## config.mk

```make
export PLATFORM = sky130hd
export DESIGN_NAME = register_file_mp
export DESIGN_NICKNAME = d
export VERILOG_FILES = /design/src/rtl/regfile_pkg.sv /design/src/rtl/regfile_scoreboard.sv /design/src/rtl/register_file_mp.sv
export SDC_FILE = /design/constraint.sdc
export NUM_CORES = 1
export LEC_CHECK = 0
export CORE_MARGIN = 5
export CORE_UTILIZATION = 40
export DETAILED_ROUTE_END_ITERATION = 6
export GPL_TIMING_DRIVEN = 0
export PLACE_DENSITY = 0.6
export SLEW_MARGIN = 0
export SYNTH_ARGS = -nofsm -noshare
export SYNTH_HDL_FRONTEND = slang
export SYNTH_SLANG_ARGS = --single-unit
```

## constraint.sdc

```tcl
create_clock -name clk -period 9.4 [get_ports clk]
set_clock_uncertainty 0.1 [all_clocks]
set_input_delay 1.88 -clock clk [delete_from_list [all_inputs] [get_ports clk]]
set_output_delay 1.88 -clock clk [all_outputs]
set_load 0.05 [all_outputs]
```

## src/rtl/regfile_pkg.sv

```systemverilog
// Shared helpers for the multi-port register file: address sizing, packed-port
// slicing and a population count used by the scoreboard.
package regfile_pkg;

  // Upper bound on register count handled by popcount(); callers zero-extend.
  localparam int MaxRegs = 1024;

  function automatic int addr_width(input int num_regs);
    return (num_regs > 1) ? $clog2(num_regs) : 1;
  endfunction

  function automatic int slice_lo(input int idx, input int width);
    return idx * width;
  endfunction

  function automatic int unsigned popcount(input logic [MaxRegs-1:0] v);
    int unsigned n;
    n = 0;
    for (int i = 0; i < MaxRegs; i++) begin
      if (v[i]) n++;
    end
    return n;
  endfunction

endpackage

```

## src/rtl/regfile_scoreboard.sv

```systemverilog
// Per-register pending bits for hazard detection: set on reservation, cleared on
// writeback, plus a registered WAW error pulse and a registered pending count.
module regfile_scoreboard
  import regfile_pkg::*;
#(
  parameter  int NumRegs       = 16,
  parameter  int NumWritePorts = 1,
  parameter  int ZeroReg       = 0,
  localparam int AddrWidth     = addr_width(NumRegs)
) (
  input  logic                               clk,
  input  logic                               rst_n,
  input  logic [NumWritePorts-1:0]           wr_en,
  input  logic [NumWritePorts*AddrWidth-1:0] wr_addr,
  input  logic                               rsv_en,
  input  logic [AddrWidth-1:0]               rsv_addr,
  output logic [NumRegs-1:0]                 pending,
  output logic                               rsv_err,
  output logic [AddrWidth:0]                 pending_cnt
);

  localparam int CntWidth = AddrWidth + 1;

  logic [NumRegs-1:0] wr_clr;
  logic [NumRegs-1:0] pend_nxt;
  logic               err_nxt;
  logic [MaxRegs-1:0] pend_ext;

  // NOTE: every variable gets a default at the top of always_comb so no path
  // leaves it unassigned and no latch is inferred.
  always_comb begin
    wr_clr   = '0;
    pend_ext = '0;
    for (int k = 0; k < NumWritePorts; k++) begin
      if (wr_en[k]) wr_clr[wr_addr[slice_lo(k, AddrWidth) +: AddrWidth]] = 1'b1;
    end
    // A reservation dominates a same-cycle writeback to the same register.
    pend_nxt = pending & ~wr_clr;
    if (rsv_en) pend_nxt[rsv_addr] = 1'b1;
    if (ZeroReg != 0) pend_nxt[0] = 1'b0;
    err_nxt = rsv_en && pending[rsv_addr] && !wr_clr[rsv_addr] &&
              !(ZeroReg != 0 && rsv_addr == '0);
    pend_ext[NumRegs-1:0] = pend_nxt;
  end

  // NOTE: sequential state uses non-blocking assignments so every flop samples
  // pre-edge values regardless of statement order.
  always_ff @(posedge clk or negedge rst_n) begin
    if (!rst_n) begin
      pending     <= '0;
      rsv_err     <= 1'b0;
      pending_cnt <= '0;
    end else begin
      pending     <= pend_nxt;
      rsv_err     <= err_nxt;
      pending_cnt <= CntWidth'(popcount(pend_ext));
    end
  end

endmodule

```

## src/rtl/register_file_mp.sv

```systemverilog
// Multi-port register file with optional hardwired zero register, optional
// write-to-read bypass, and an integrated reservation scoreboard.
module register_file_mp
  import regfile_pkg::*;
#(
  parameter  int DataWidth     = 16,
  parameter  int NumRegs       = 16,
  parameter  int NumReadPorts  = 2,
  parameter  int NumWritePorts = 1,
  parameter  int ZeroReg       = 0,
  parameter  int Bypass        = 1,
  localparam int AddrWidth     = addr_width(NumRegs)
) (
  input  logic                               clk,
  input  logic                               rst_n,
  input  logic [NumReadPorts*AddrWidth-1:0]  rd_addr,
  output logic [NumReadPorts*DataWidth-1:0]  rd_data,
  output logic [NumReadPorts-1:0]            rd_busy,
  input  logic [NumWritePorts-1:0]           wr_en,
  input  logic [NumWritePorts*AddrWidth-1:0] wr_addr,
  input  logic [NumWritePorts*DataWidth-1:0] wr_data,
  input  logic                               rsv_en,
  input  logic [AddrWidth-1:0]               rsv_addr,
  output logic                               rsv_err,
  output logic [NumRegs-1:0]                 pending,
  output logic [AddrWidth:0]                 pending_cnt
);

  logic [DataWidth-1:0] regs [NumRegs];

  // NOTE: the array is reset explicitly because software relies on a clean
  // architectural state; this costs a reset net per storage flop.
  always_ff @(posedge clk or negedge rst_n) begin
    if (!rst_n) begin
      for (int r = 0; r < NumRegs; r++) regs[r] <= '0;
    end else begin
      // Ports are visited in ascending order so the highest index wins a tie.
      for (int k = 0; k < NumWritePorts; k++) begin
        if (wr_en[k] && !(ZeroReg != 0 && wr_addr[slice_lo(k, AddrWidth) +: AddrWidth] == '0)) begin
          regs[wr_addr[slice_lo(k, AddrWidth) +: AddrWidth]] <=
            wr_data[slice_lo(k, DataWidth) +: DataWidth];
        end
      end
    end
  end

  logic [AddrWidth-1:0] rd_a;
  logic [DataWidth-1:0] rd_d;
  logic                 rd_hit;

  always_comb begin
    rd_data = '0;
    rd_busy = '0;
    rd_a    = '0;
    rd_d    = '0;
    rd_hit  = 1'b0;
    for (int i = 0; i < NumReadPorts; i++) begin
      rd_a   = rd_addr[slice_lo(i, AddrWidth) +: AddrWidth];
      rd_d   = regs[rd_a];
      rd_hit = 1'b0;
      if (Bypass != 0) begin
        for (int k = 0; k < NumWritePorts; k++) begin
          if (wr_en[k] && wr_addr[slice_lo(k, AddrWidth) +: AddrWidth] == rd_a) begin
            rd_d   = wr_data[slice_lo(k, DataWidth) +: DataWidth];
            rd_hit = 1'b1;
          end
        end
      end
      if (ZeroReg != 0 && rd_a == '0) rd_d = '0;
      rd_data[slice_lo(i, DataWidth) +: DataWidth] = rd_d;
      // Forwarded data resolves the hazard in the same cycle.
      rd_busy[i] = pending[rd_a] && !rd_hit;
    end
  end

  regfile_scoreboard #(
    .NumRegs      (NumRegs),
    .NumWritePorts(NumWritePorts),
    .ZeroReg      (ZeroReg)
  ) u_scoreboard (
    .clk        (clk),
    .rst_n      (rst_n),
    .wr_en      (wr_en),
    .wr_addr    (wr_addr),
    .rsv_en     (rsv_en),
    .rsv_addr   (rsv_addr),
    .pending    (pending),
    .rsv_err    (rsv_err),
    .pending_cnt(pending_cnt)
  );

endmodule

```

==> impl_metrics.ini, run 1 <==
[clock_tree]
cts_sinks = 278
htreeDepth = 2
clk_pin_slew_ns = 0.06
clock_path_buffers = 3
cts_root_buf = clkbuf_16
numCtsBuffers = 34
worstSkewPairLatency_ns = 0.52
cts_tree = yes

[synth]
synthSimpleGateAreaFrac_pct = 9.61
synth_top_family_by_area = multiplexers
ys_ff_latch = 278
synth_area_sq_um = 17200
synth_edf_count = 0
ys_seq_area_share_pct = 40.5
yosysUniqueCellTypes = 74
synthArstFlopShare_pct = 100
ys_warn_count = 0
synthCells = 1338
synth_ff_type = dfrtp_1
syn_area_per_cell_sq_um = 12.8
synth_fa_ha_area_share_pct = 1.09
syn-num-nets = 1389
synth_compound_area_share_pct = 3.26
synth.area.mux_share_pct = 38.2
synthXorXnorAreaFrac_pct = 4.28

[layout]
final_nets = 1533
fin_area_sq_um = 20300
layout-drive-gt1-share_pct = 38.8
stdcell_count = 2044
multiInputGateArea_sq_um = 9930
num_antenna_cells = 0
areaGrowthSynthToFinish_pct = 18.2
fin_util_pct = 48.0
regArea_sq_um = 6960
fill_cells = 3775

[timing]
worst_slew_pin_slew_ns = 1.34
setup_slack_ns = -0.123
setup_viol = 1
grt_setup_unrepaired = true
period_needed_ns = 9.52
finalCritPeriodShare_pct = 101
fmax_ghz = 0.105
slew_viol_final = 0
relSlewSlack_pct = 11.0
hold_viol = 0
tns_ns = -0.123

[pwr]
p_leak_nw = 8.52
p_per_area_nw_per_um2 = 354
p_total_mw = 7.18
ir_drop_mv = 0.318

[critical_path]
endpoint_kind = register
critPathMaxStageDelay_ns = 0.40
worstPathArrival_ns = 9.85
path_max_fanout = 4
cp_data_required_time_ns = 9.73
worst_setup_path_start_kind = primary input
worst-setup-path-type = in -> reg
cp_slowest_cell = or3b_4

[placement]
dp_cells = 1943
dpl_cell_area_sq_um = 18600
globalplace.congestion = 0.850
dp_hpwl_um = 35900
io_buffers = 62

[detailed_routing]
dr_total_vias = 12223
drtPass1Iterations = 5
via_per_inst = 5.98
routedWlPerCell_um = 26.6
drt_iter0_drc = 1155
drt_wl_total_um = 54300
postRouteAntennaNets = 0
drc = 0

[flow_run]
cap_violations = 0

[global_route]
grt_pass1_vias = 12586
grt_pass1_wl_um = 80800
grt-ovfl-total = 0
grt_max_degree = 120
grt_antenna_before_repair = 0
gr-usage-all-layers_pct = 23.0

[floorplanning]
start_util_pct = 40.6
num_rows = 75
core-area_sq_um = 42200
die_area_sq_um = 47100
fp.dieW_um = 217
io_pins = 92
die_h_um = 217

[status]
status = complete, but fails checks
violations = setup timing

[worst_hold_path]
holdCritPathClass = reg -> reg
Yosys cell counts, types with 5 or more instances:
library cell,count,area share [%]
a21oi_1,9,0.26
xnor2_1,40,2.0
nand2b_1,5,0.18
nor4_1,5,0.18
nand2_1,240,5.3
and2_1,7,0.26
buf_1,38,0.83
inv_1,14,0.31
mux2i_1,5,0.29
a31oi_1,7,0.26
nand3_1,17,0.50
o21ai_0,16,0.47
nand4_1,5,0.18
nor3_1,8,0.23
nor2b_1,8,0.29
xor2_1,18,0.92
and3_1,6,0.22
mux2_2,229,15
clkbuf_1,61,1.3
dfrtp_1,278,41
nor2_1,41,0.90
mux4_2,174,23
ha_1,15,1.1
power by group:
group / internal, mW / total, mW / switching [mW]
Combinational: 2.07 / 4.12 / 2.05
Clock: 0.835 / 1.36 / 0.523
Sequential: 1.49 / 1.70 / 0.214
Total: 4.40 / 7.18 / 2.79
worst max-delay path, delay by kind of cell:
| family | cells | cell delay (ns) |
|---|---|---|
| multiplexers | 3 | 0.60 |
| AND/OR/NAND/NOR | 13 | 1.40 |
| buffers and inverters | 2 | 0.19 |
| AO/OA/AOI/OAI | 15 | 2.54 |
| adder cells (fa/ha/maj) | 8 | 2.18 |
| XOR/XNOR | 6 | 1.01 |
flip-flops by register name, summed over array words and instances, names as in the netlist:
name and count:
regs 256, u_scoreboard.pending 16, u_scoreboard.pending_cnt 5, u_scoreboard.rsv_err 1
layout by cell type (no fill, tap or decap), types with 5 or more instances in the layout:
cell type	netlist	routed
nand2_1	240	234
clkbuf_1	61	68
nor2b_1	8	7
and3_1	6	5
dfrtp_1	278	278
a21oi_1	9	8
nand4_1	5	5
xor2_1	18	18
clkdlybuf4s50_1	0	56
xnor2_2	1	6
a31oi_1	7	5
mux2_2	229	228
nand2b_1	5	5
nor2_1	41	40
xnor2_1	40	35
clkbuf_8	0	9
nand2_2	2	7
buf_4	2	45
mux4_2	174	174
nand3_1	17	17
nor3_1	8	7
inv_1	14	13
and2_1	7	5
o21ai_0	16	12
o21ai_1	3	6
clkbuf_16	0	35
ha_1	15	12
buf_1	38	37
through the flow:
step                      worst slack [ns]  hold WS, ns
after detailed placement             -1.58        0.380
after global routing                -0.577        0.420
after CTS                          -0.0533        0.394
after global placement               -5.97        0.371
final                               -0.123        0.395
after floorplan                     -0.245        0.358
worst paths after layout:
kind | start | endpoint | slack (ns) | cells after the start
worst min-delay path | regs[139]$_DFFE_PN0P_ | regs[139]$_DFFE_PN0P_ | 0.39 | 2
worst max-delay path | wr_addr[1] | u_scoreboard.pending_cnt[4]$_DFF_PN0_ | -0.12 | 47
worst min register to register | regs[139]$_DFFE_PN0P_ | regs[139]$_DFFE_PN0P_ | 0.39 | 2
max in group asynchronous | rst_n | u_scoreboard.pending[12]$_DFF_PN0_ | 6.92 | 2
min in group asynchronous | rst_n | regs[55]$_DFFE_PN0P_ | 1.20 | 1
worst max register to register | u_scoreboard.pending[0]$_DFF_PN0_ | u_scoreboard.pending_cnt[4]$_DFF_PN0_ | 1.14 | 48
layer usage:
layer,routed length [um],vias to the layer above,global-route usage [%],part of all wire [%]
li1,-,5236,-,-
met5,0,-,0,0
met1,22800,6398,31.4,42
met2,25800,482,37.3,47
met3,3690,107,4.14,6.8
met4,2020,0,8.41,3.7
layout make-up:
class | instances | area share, %
plain buffers | 109 | 2.39
repair buffers | 108 | 4.96
multi-input cells | 932 | 49.0
clock buffers | 51 | 5.06
flip-flops and latches | 278 | 34.3
clock inverters | 8 | 0.599
inverters | 19 | 0.352
well taps | 539 | 3.33
cell families (layout without fill, tap and decap cells):
kind of cell               Yosys count  after routing
and+or+nand+nor                    366            366
AOI/OAI and AO/OA                   75             75
adders and majority gates           15             15
xor gates and xnor gates            68             68
DFF                                278            278
muxes                              408            408
buffers and inverters              128            295
what timing repair did:
action,4_1_cts,5_1_grt
gates cloned,0,0
setup buffers,37,6
hold buffers,0,0
pin swaps,30,28
gates resized for setup,33,18
endpoints found under the setup margin,4,4
Power figures use the tool's default switching activity.
==> run 2, diff against run 1 <==
CTS_CLUSTER_SIZE = 28   (was default)
==> results of run 2 <==
Final layout, timing and power as in run 1 (identical DEF).
